[config.mk]
export PLATFORM = sky130hd
export DESIGN_NAME = qa_drv_write_fence
export DESIGN_NICKNAME = d
export VERILOG_FILES = /design/src/rtl/qa_drv_write_fence.sv
export SDC_FILE = /design/constraint.sdc
export NUM_CORES = 1
export LEC_CHECK = 0
export BUFFER_PORTS_ARGS = -buffer_cell sky130_fd_sc_hd__buf_2
export CORE_AREA = 2 2 452 454
export CTS_BUF_LIST = sky130_fd_sc_hd__clkbuf_8
export DETAILED_ROUTE_END_ITERATION = 6
export DIE_AREA = 0 0 454 456
export PLACE_DENSITY = 0.3
export SLEW_MARGIN = 15
export SYNTH_ARGS = -nofsm -noshare
export SYNTH_HDL_FRONTEND = slang
export SYNTH_SLANG_ARGS = --single-unit
[constraint.sdc]
create_clock -name clk -period 4.4 [get_ports clk]
set_clock_uncertainty 0.15 [all_clocks]
set_input_delay 0.66 -clock clk [delete_from_list [all_inputs] [get_ports clk]]
set_output_delay 0.66 -clock clk [all_outputs]
set_load 0.02 [all_outputs]
[src/rtl/qa_drv_write_fence.sv]
// ============================================================================
// Module      : qa_drv_write_fence
// Description : Single-entry write buffer to the driver write port with
//               outstanding-write tracking and a write fence (RUN/DRAIN/DONE).
// Revision    : 1.0 - initial release
// ============================================================================
`default_nettype none

module qa_drv_write_fence #(
    parameter int CCI_ADDR_WIDTH  = 56,
    parameter int CCI_DATA_WIDTH  = 512,
    parameter int MAX_OUTSTANDING = 64,
    localparam int CNT_W          = $clog2(MAX_OUTSTANDING + 1)
) (
    input  logic                      clk,
    input  logic                      reset,
    input  logic [CCI_ADDR_WIDTH-1:0] wr_addr,
    input  logic [CCI_DATA_WIDTH-1:0] wr_data,
    input  logic                      wr_cached,
    input  logic                      wr_check_order,
    output logic                      wr_rdy,
    input  logic                      wr_enable,
    input  logic                      fence_enable,
    output logic                      fence_rdy,
    output logic                      fence_done,
    output logic [CCI_ADDR_WIDTH-1:0] mem_write_addr,
    output logic [CCI_DATA_WIDTH-1:0] mem_write_data,
    output logic                      mem_write_req_cached,
    output logic                      mem_write_req_check_order,
    input  logic                      mem_write_rdy,
    output logic                      mem_write_enable,
    input  logic [1:0]                mem_write_ack,
    output logic [CNT_W-1:0]          outstanding,
    output logic                      ack_underflow
);

    typedef enum logic [1:0] {
        S_RUN   = 2'd0,
        S_DRAIN = 2'd1,
        S_DONE  = 2'd2
    } state_t;

    localparam logic [CNT_W:0] c_max_out = (CNT_W + 1)'(MAX_OUTSTANDING);

    state_t                    r_state;
    state_t                    w_state_next;
    logic                      w_run;

    logic                      r_buf_valid;
    logic [CCI_ADDR_WIDTH-1:0] r_buf_addr;
    logic [CCI_DATA_WIDTH-1:0] r_buf_data;
    logic                      r_buf_cached;
    logic                      r_buf_order;

    logic [CNT_W-1:0]          r_outstanding;
    logic                      r_ack_underflow;
    logic [CNT_W:0]            w_issue_sum;
    logic [CNT_W:0]            w_occupancy;
    logic                      w_underflow;
    logic [CNT_W-1:0]          w_out_next;

    assign mem_write_enable          = r_buf_valid && mem_write_rdy;
    assign mem_write_addr            = r_buf_addr;
    assign mem_write_data            = r_buf_data;
    assign mem_write_req_cached      = r_buf_cached;
    assign mem_write_req_check_order = r_buf_order;

    assign outstanding   = r_outstanding;
    assign ack_underflow = r_ack_underflow;

    // Occupancy counts the buffered write so the cap holds once it issues.
    assign w_occupancy = {1'b0, r_outstanding} + {{CNT_W{1'b0}}, r_buf_valid};
    assign wr_rdy      = w_run && (!r_buf_valid || mem_write_rdy) && (w_occupancy < c_max_out);

    assign w_issue_sum = {1'b0, r_outstanding} + {{CNT_W{1'b0}}, mem_write_enable};
    assign w_underflow = (CNT_W + 1)'(mem_write_ack) > w_issue_sum;
    assign w_out_next  = w_underflow ? '0
                       : r_outstanding + CNT_W'(mem_write_enable) - CNT_W'(mem_write_ack);

    always_comb begin
        w_state_next = r_state;
        w_run        = 1'b0;
        fence_rdy    = 1'b0;
        fence_done   = 1'b0;
        case (r_state)
            S_RUN: begin
                w_run     = 1'b1;
                fence_rdy = 1'b1;
                if (fence_enable) w_state_next = S_DRAIN;
            end
            // Registered outstanding is used, so done lands one cycle after it hits zero.
            S_DRAIN: begin
                if (!r_buf_valid && (r_outstanding == '0)) w_state_next = S_DONE;
            end
            S_DONE: begin
                fence_done   = 1'b1;
                w_state_next = S_RUN;
            end
            default: w_state_next = S_RUN;
        endcase
    end

    always_ff @(posedge clk) begin
        if (reset) begin
            r_state         <= S_RUN;
            r_buf_valid     <= 1'b0;
            r_outstanding   <= '0;
            r_ack_underflow <= 1'b0;
        end else begin
            r_state       <= w_state_next;
            r_outstanding <= w_out_next;
            if (w_underflow) r_ack_underflow <= 1'b1;
            if (wr_enable)             r_buf_valid <= 1'b1;
            else if (mem_write_enable) r_buf_valid <= 1'b0;
        end
    end

    // Payload only changes on a load, which keeps it stable while stalled.
    always_ff @(posedge clk) begin
        if (wr_enable) begin
            r_buf_addr   <= wr_addr;
            r_buf_data   <= wr_data;
            r_buf_cached <= wr_cached;
            r_buf_order  <= wr_check_order;
        end
    end

endmodule

`default_nettype wire
==> impl_metrics.json <==
{
  "status": "complete, no violations",
  "path_max_fanout": 8,
  "postSynthCellCount": 683,
  "vias_per_cell": 2.88,
  "p_per_area_mw_per_mm2": 431,
  "p_int_mw": 10.7,
  "ys_seq_elements": 581,
  "drtAntennaViolNets": 0,
  "nets": 3149,
  "p_switching_mw": 4.72,
  "finalMaxSlewViolations": 0,
  "clock_latency_ps": 850,
  "port_buffers": 1158,
  "clk_pin_slew_ps": 60,
  "worstSetupPathType": "flip-flop to output pin",
  "whs_ps": 108,
  "dpl.cell_count": 4534,
  "cp-start-kind": "flip-flop",
  "antenna_found_initial": 122,
  "arrival_ps": 2270,
  "ys.flop_type": "edfxtp_1",
  "ys_seq_area_share_pct": 95.8,
  "worstSetupEndpointType": "output pin",
  "slew_headroom_pct": 50.0,
  "yosysUniqueCellTypes": 42,
  "core_mm2": 0.202,
  "row_count": 165,
  "combPwrFrac_pct": 17.8,
  "clock_power_share_pct": 37.3,
  "synth_compound_area_share_pct": 1.11,
  "cts-root-buf": "clkbuf_8",
  "dieArea_mm2": 0.207,
  "cts_max_path_buffers": 3,
  "hold_viol": 0,
  "htreeDepth": 3,
  "p_leak_nw": 14.4,
  "vias": 15500,
  "gp_congestion": 1.01,
  "totalWireLength_um": 135000,
  "final_cell_mix": "buf_2 (1157), dlygate4sd3_1 (573), edfxtp_1 (570), clkbuf_8 (119), inv_1 (49)",
  "whs_path_depth": 1,
  "synth-adder-area-share_pct": 1.22,
  "pre_cts_ws_ps": 1480,
  "hold_path_class": "input pin to flip-flop",
  "grt_pass1_wl_um": 166000,
  "final_cells": 5374,
  "areaGrowthSynthToFinish_pct": 97.2,
  "num_io_pins": 1159,
  "vdd_drop_max_v": 0.000247,
  "sw_frac_of_total_pct": 30.7,
  "synth-edff-count": 570,
  "ys_warn_count": 0,
  "initial_core_util_pct": 8.97,
  "synth-simple-area-share_pct": 1.31,
  "synth.area.mux_share_pct": 0,
  "drcViolationCount": 0,
  "setup_tns_ps": 0,
  "firstDrtPassIters": 5,
  "dieWidth_um": 454,
  "r2r_cells": 9,
  "drv_cap": 0,
  "grt_pass1_vias": 15600,
  "grt_overflow": 0,
  "place_hpwl_um": 114000,
  "synthArstFlopShare_pct": 0,
  "numCtsBuffers": 118,
  "final_common_cell": "buf_2",
  "min_period_ps": 3080,
  "synth_top_family_by_area": "simple AND/OR/NAND/NOR gates",
  "die_h_um": 456,
  "grt_start_max_net_pins": 77,
  "required_ps": 3590,
  "worst_slack_ps": 1320,
  "wl_per_cell_um": 25.1,
  "rsz0062_at_grt": "false",
  "synth_fp_nets": 1277,
  "cts_num_sinks": 581,
  "grt_usage_pct": 12.5,
  "finalSetupViolCount": 0,
  "netlist_area_mm2": 0.0181,
  "syn_avg_cell_area_um2": 26.5,
  "worst_pin_slew_ps": 745,
  "timing.fmax_mhz": 325,
  "synth_xor_area_share_pct": 0.290,
  "first_iter_violations": 1200,
  "p_seq_share_pct": 44.8,
  "finalCritPeriodShare_pct": 69.9,
  "layout-drive-gt1-share_pct": 50.5,
  "tritoncts": "done"
}
==> power groups by stage <==
stage | logic, mW | registers, mW | clock network (mW)
after floorplan | 0.390 | 7.46 | 0
after global placement | 2.36 | 7.00 | 0
after detailed placement | 2.34 | 7.00 | 0
after CTS | 2.82 | 6.90 | 6.03
after global routing | 2.91 | 6.94 | 6.22
final | 2.74 | 6.90 | 5.75
==> cell families (layout without fill, tap and decap cells) <==
| group | after synthesis | in the layout |
|---|---|---|
| buf+inv | 13 | 1984 |
| fa+ha+maj | 17 | 17 |
| other cells | 0 | 48 |
| simple gates | 39 | 39 |
| xor+xnor | 6 | 6 |
| compound gates | 27 | 27 |
| flops | 581 | 581 |
==> layer usage <==
layer / track usage, % / wire [um] / vias to the layer above
met3: 3.57 / 10600 / 216
met4: 2.88 / 2520 / 44
met2: 20.4 / 63600 / 868
li1: - / - / 6621
met1: 16.1 / 57700 / 7722
met5: 0 / 281 / -
==> through the flow <==
| stage | instance area [um2] | utilization, % | power, mW |
|---|---|---|---|
| after floorplan | 18100 | - | 7.85 |
| after global routing | 35600 | 17.7 | 16.1 |
| after CTS | 35600 | 17.6 | 15.8 |
| final | 35700 | 17.7 | 15.4 |
| after detailed placement | 27500 | 13.6 | 9.34 |
| after global placement | 27500 | 13.6 | 9.36 |
==> registers in the layout, summed over array words and instances (netlist names) <==
| signal | cells |
|---|---|
| mem_write_data | 512 |
| mem_write_addr | 56 |
| outstanding | 7 |
| r_state | 2 |
| ack_underflow | 1 |
| mem_write_req_cached | 1 |
| mem_write_req_check_order | 1 |
| r_buf_valid | 1 |
==> worst paths after layout <==
path / slack, ps / endpoint / start
worst max-delay path: 1320 / wr_rdy / outstanding[3]
worst min-delay path: 110 / mem_write_data[507] / wr_enable
worst max register to register: 1630 / outstanding[6] / outstanding[0]
worst min register to register: 330 / r_state[0] / r_state[1]
==> repair_timing <==
item | 4_1_cts | 5_1_grt
setup endpoints to repair | 0 | 0
hold buffers | 573 | 0
buffers inserted | 0 | 0
resized for setup | 0 | 0
hold endpoints to repair | 577 | 0
==> critical path, stage by stage (launching register included) <==
cell,delay (ps)
dfxtp_1,500
ha_1,250
nand3_1,90
xnor2_1,130
nor2_1,210
buf_2,220
==> Yosys cell counts, types with 2 or more instances <==
master | n | area [um2]
a211oi_1 | 3 | 22.5
a21oi_1 | 7 | 35.0
and2_1 | 2 | 12.5
dfxtp_1 | 11 | 220
edfxtp_1 | 570 | 17100
ha_1 | 16 | 200
inv_1 | 13 | 48.8
nand2_1 | 4 | 15.0
nand2b_1 | 2 | 12.5
nand3_1 | 4 | 20.0
nand4_1 | 3 | 18.8
nor2_1 | 6 | 22.5
nor2b_1 | 3 | 18.8
nor3_1 | 5 | 25.0
nor3b_1 | 2 | 15.0
o21ai_0 | 2 | 10.0
xnor2_1 | 5 | 43.8
==> area by class of cell <==
type / instances / area (um2)
tap: 2672 / 3340
multi-input combinational: 89 / 711
clock inverter: 100 / 687
timing repair buffer: 1752 / 11800
clock buffer: 119 / 1640
inverter: 13 / 48.8
sequential: 581 / 17300
antenna: 48 / 120
fill: 22300 / 166000
Note: power is estimated with default switching activity, not from simulation.
